## src/rtl/mem_stage_ctrl.sv

```systemverilog
`default_nettype none
// ============================================================================
// Module      : mem_stage_ctrl
// Description : MEM-stage controller. Runs loads/stores as req/ack transactions
//               while stalling the pipeline, and produces PCSrc for taken
//               branches. Optional macro MEM_TIMEOUT_EN adds a WAIT-cycle abort.
// Revision    : 1.0 - initial release
// ============================================================================
module mem_stage_ctrl #(
    parameter int ADDR_W  = 32,
    parameter int DATA_W  = 32,
    parameter int TIMEOUT = 16
) (
    input  logic              clk,
    input  logic              rst_n,
    input  logic              MemRead,
    input  logic              MemWrite,
    input  logic              Branch,
    input  logic              Zero,
    input  logic [ADDR_W-1:0] alu_result,
    input  logic [DATA_W-1:0] write_data,
    output logic              mem_req,
    output logic              mem_we,
    output logic [ADDR_W-1:0] mem_addr,
    output logic [DATA_W-1:0] mem_wdata,
    input  logic              mem_ack,
    input  logic [DATA_W-1:0] mem_rdata,
    output logic [DATA_W-1:0] read_data,
    output logic              PCSrc,
    output logic              stall,
    output logic              mem_err
);

    typedef enum logic [1:0] {
        S_IDLE = 2'd0,
        S_WAIT = 2'd1,
        S_DONE = 2'd2
    } state_t;

    state_t            r_state;
    state_t            w_stateNext;
    logic              w_op;
    logic              w_stall;
    logic              w_timeout;
    logic              r_req;
    logic              r_we;
    logic [ADDR_W-1:0] r_addr;
    logic [DATA_W-1:0] r_wdata;
    logic [DATA_W-1:0] r_readData;

    if (TIMEOUT < 1) begin : g_timeoutRangeCheck
        $error("mem_stage_ctrl: TIMEOUT must be >= 1");
    end

    assign w_op = MemRead | MemWrite;

`ifdef MEM_TIMEOUT_EN
    localparam int c_CNT_W = $clog2(TIMEOUT + 1);

    logic [c_CNT_W-1:0] r_cnt;
    logic               r_err;

    // Abort on the cycle that would take the count to TIMEOUT; an ack here still wins.
    assign w_timeout = (r_state == S_WAIT) && !mem_ack &&
                       (r_cnt == c_CNT_W'(TIMEOUT - 1));

    always_ff @(posedge clk or negedge rst_n) begin
        if (!rst_n) begin
            r_cnt <= '0;
            r_err <= 1'b0;
        end else begin
            if (r_state != S_WAIT) begin
                r_cnt <= '0;
            end else if (!mem_ack) begin
                r_cnt <= r_cnt + c_CNT_W'(1);
            end
            if (w_timeout) begin
                r_err <= 1'b1;
            end
        end
    end

    assign mem_err = r_err;
`else
    assign w_timeout = 1'b0;
    assign mem_err   = 1'b0;
`endif

    always_ff @(posedge clk or negedge rst_n) begin
        if (!rst_n) begin
            r_state <= S_IDLE;
        end else begin
            r_state <= w_stateNext;
        end
    end

    always_comb begin
        w_stateNext = r_state;
        w_stall     = 1'b0;
        case (r_state)
            S_IDLE: begin
                w_stall = w_op;
                if (w_op) begin
                    w_stateNext = S_WAIT;
                end
            end
            S_WAIT: begin
                w_stall = 1'b1;
                if (mem_ack || w_timeout) begin
                    w_stateNext = S_DONE;
                end
            end
            // Inputs still show the finished op here, so never reissue from DONE.
            S_DONE: begin
                w_stateNext = S_IDLE;
            end
            default: begin
                w_stateNext = S_IDLE;
            end
        endcase
    end

    always_ff @(posedge clk or negedge rst_n) begin
        if (!rst_n) begin
            r_req      <= 1'b0;
            r_we       <= 1'b0;
            r_addr     <= '0;
            r_wdata    <= '0;
            r_readData <= '0;
        end else begin
            case (r_state)
                S_IDLE: begin
                    if (w_op) begin
                        r_addr  <= alu_result;
                        r_wdata <= write_data;
                        r_we    <= MemWrite;
                        r_req   <= 1'b1;
                    end
                end
                S_WAIT: begin
                    if (mem_ack) begin
                        r_req <= 1'b0;
                        if (!r_we) begin
                            r_readData <= mem_rdata;
                        end
                    end else if (w_timeout) begin
                        r_req <= 1'b0;
                    end
                end
                default: begin
                end
            endcase
        end
    end

    assign mem_req   = r_req;
    assign mem_we    = r_we;
    assign mem_addr  = r_addr;
    assign mem_wdata = r_wdata;
    assign read_data = r_readData;
    assign stall     = w_stall;
    assign PCSrc     = Branch & Zero & ~w_stall;

endmodule
`default_nettype wire

```

## config.mk

```make
export PLATFORM = sky130hd
export DESIGN_NAME = mem_stage_ctrl
export DESIGN_NICKNAME = d
export VERILOG_FILES = /design/src/rtl/mem_stage_ctrl.sv
export SDC_FILE = /design/constraint.sdc
export NUM_CORES = 1
export LEC_CHECK = 0
export CAP_MARGIN = 20
export CELL_PAD_IN_SITES_DETAIL_PLACEMENT = 1
export CELL_PAD_IN_SITES_GLOBAL_PLACEMENT = 2
export CORE_ASPECT_RATIO = 0.5
export CORE_MARGIN = 8
export CORE_UTILIZATION = 23
export DETAILED_ROUTE_END_ITERATION = 8
export GPL_ROUTABILITY_DRIVEN = 0
export PLACE_DENSITY = 0.74
export SYNTH_ARGS = -nofsm -noshare
export SYNTH_HDL_FRONTEND = slang
export SYNTH_SLANG_ARGS = --single-unit
export TNS_END_PERCENT = 50
```

## constraint.sdc

```tcl
create_clock -name clk -period 1.45 [get_ports clk]
set_input_delay 0.435 -clock clk [delete_from_list [all_inputs] [get_ports clk]]
set_output_delay 0.435 -clock clk [all_outputs]
set_load 0.03 [all_outputs]
```

==> run summary <==
Setup Skew: 0.00792 ns
Cell Count, Final, Fillers Out: 690
Reg2Reg Depth: 6
via count: 2753
Hold Fails Final Rpt: 0
GRT Util Overall: 11.9%
die area: 21800 µm²
met3 wire length: 418 µm
CTS root buffer: clkbuf_16
routed len/inst: 20.4 µm
clock sinks: 100
post-route setup slack: -0.249 ns
synthesized flop and latch total: 100
RSZ-0062 raised after global routing: yes
grt total ovfl: 0
Syn. warnings: 0
antenna violations before repair: 0
max layer used: met4
Finish-stage setup viols: 98
FILL cells: 1669
die width: 201 µm
Post-Place Setup Slack: -0.571 ns
cell taking the most area after synthesis: dfrtp_1
CTS clk-pin slew, worst paths: 0.07 ns
Slew Limit Fails: 0
met1 wire length: 5430 µm
failing checks: negative setup slack
post-synth top area share: 63.5%
outcome: finished with violations
RR Startpoint: r_state[0]
most frequent cells in the layout: 108 x buf_4, 98 x clkdlybuf4s50_1, 97 x dfrtp_1
placed cells: 650
worst hold start: MemWrite
Max Clock Freq: 0.589 GHz
row cnt: 33
drt pass-1 iters: 4
most common cell after layout, fill and taps aside: buf_4
area grow syn2layout: 76.5%
I/O pin cnt: 204
vias in the first global route: 3178
Worst Path Required: 1.02 ns
CP arrival: 1.26 ns
synth top area cells: dfrtp_1 64%, mux2_2 19%, mux2_4 11%, buf_6 1.7%, buf_12 1.5%
Clock Latency Late Sink: 0.34 ns
Worst Hold End: mem_we
synthesized cell area: 3940 µm²
input/output buffers: 202
layout cells sized above 1: 55.3%
first-pass GRT wire length: 20000 µm
library cells used by synthesis: 19
syn_nets: 326
Setup Crit Path Kind: input port to primary output
WL final: 14000 µm
met2 WL: 8000 µm
Core Box Area: 16600 µm²
CTS buffer count: 9
CTS max path bufs: 2
FF-to-FF End: read_data[26]
largest net degree at the start of global routing: 46
# DRC: 0
Critical Path Source: MemRead
CTS H-tree depth: 3
Leak: 0.00320 µW
CP Max Fanout: 3
setup TNS: -12.01 ns
R2R setup slack: -0.22 ns
Ant. Diodes: 0
Vert. Die Dim: 109 µm
Seq/Total Area, Yosys: 63.5%
final worst-path cycle share: 117%
CTS tree: yes
crit start category: input port
Pwr Density: 2400 nW/µm²
Peak VDD IR: 0.960 mV
DR iter-0 viols: 68
Setup crit end kind: primary output
Initial Util: 23.8%
max_cap viols: 0
fin nets: 562
crit path time final: 1.70 ns
Min-Delay Path Depth: 2
Post-DP HPWL: 9660 µm
Post-Syn Area per Cell: 17.7 µm²
gate count of the mapped netlist: 223
Hold Path Class: input port to register
DRT antenna net count: 0
Via density: 3.99
Overall Power: 16700 µW
final core utilization: 42.0%
-- where the power goes --
group | total (µW) | internal (µW) | leakage [µW] | switching (µW)
registers | 5040 | 4180 | 0.00117 | 853
logic | 9210 | 4500 | 0.00189 | 4710
clock network | 2430 | 1370 | 0.000144 | 1060
total | 16700 | 10100 | 0.00320 | 6630
-- worst max-delay path, stage by stage --
cell           delay [ns]
dlygate4sd2_1        0.29
nor3_4               0.25
nor2_4               0.07
nor2_4               0.08
buf_6                0.13
-- area by class of cell --
type	count	area, µm²	share of cell area [%]
Clock inverter	5	52.6	0.756
Multi-Input combinational cell	111	1550	22.3
Clock buffer	10	239	3.44
Sequential cell	100	2510	36.1
Tap cell	227	284	4.09
Timing Repair Buffer	237	2320	33.4
-- worst max-delay path by stage --
stage                     to  cells after the start
3_3_place_gp   read_data[13]                      5
2_1_floorplan    mem_addr[0]                      5
3_5_place_dp   read_data[15]                      5
4_1_cts                PCSrc                      4
6_report               PCSrc                      5
5_1_grt                PCSrc                      4
-- state kept, by name, indices dropped and copies added, names as in the netlist --
name / cells
mem_wdata: 32
mem_we: 1
read_data: 32
mem_req: 1
r_state: 2
mem_addr: 32
-- synth_stat cells, drive strengths merged --
master  count
and3b       1
buf        12
a211o       1
conb        1
a22o        1
mux2       96
nor2        3
nand2b      1
nor3        1
dfrtp     100
o21a        1
nand2       2
a211oi      1
nor2b       2
-- logic make-up after synthesis --
logic type	synth area share [%]
compound gates	0.826
flops	63.5
mux	30.3
simple gates	1.49
other cells	0.0952
buf+inv	3.75
-- through the flow --
| stage | hold WS [ns] | instance area (µm²) |
|---|---|---|
| after detailed placement | 0.332 | 6000 |
| after global placement | 0.335 | 6000 |
| after global routing | 0.439 | 6950 |
| final | 0.446 | 6950 |
| after CTS | 0.502 | 6640 |
| after floorplan | 0.139 | 3960 |
-- timing repair --
action	4_1_cts	5_1_grt
endpoints found under the hold margin	15	0
resized for setup	20	72
buffers inserted	14	5
endpoints found under the setup margin	97	99
gates cloned	5	4
hold buffers	1	0
pin swaps	3	2
-- metal layers --
metal	up-vias	track usage [%]
met5	-	0
met4	0	3.08
met3	12	2.92
met2	56	24.0
met1	1439	12.4
li1	1246	-
Power figures use the tool's default switching activity.
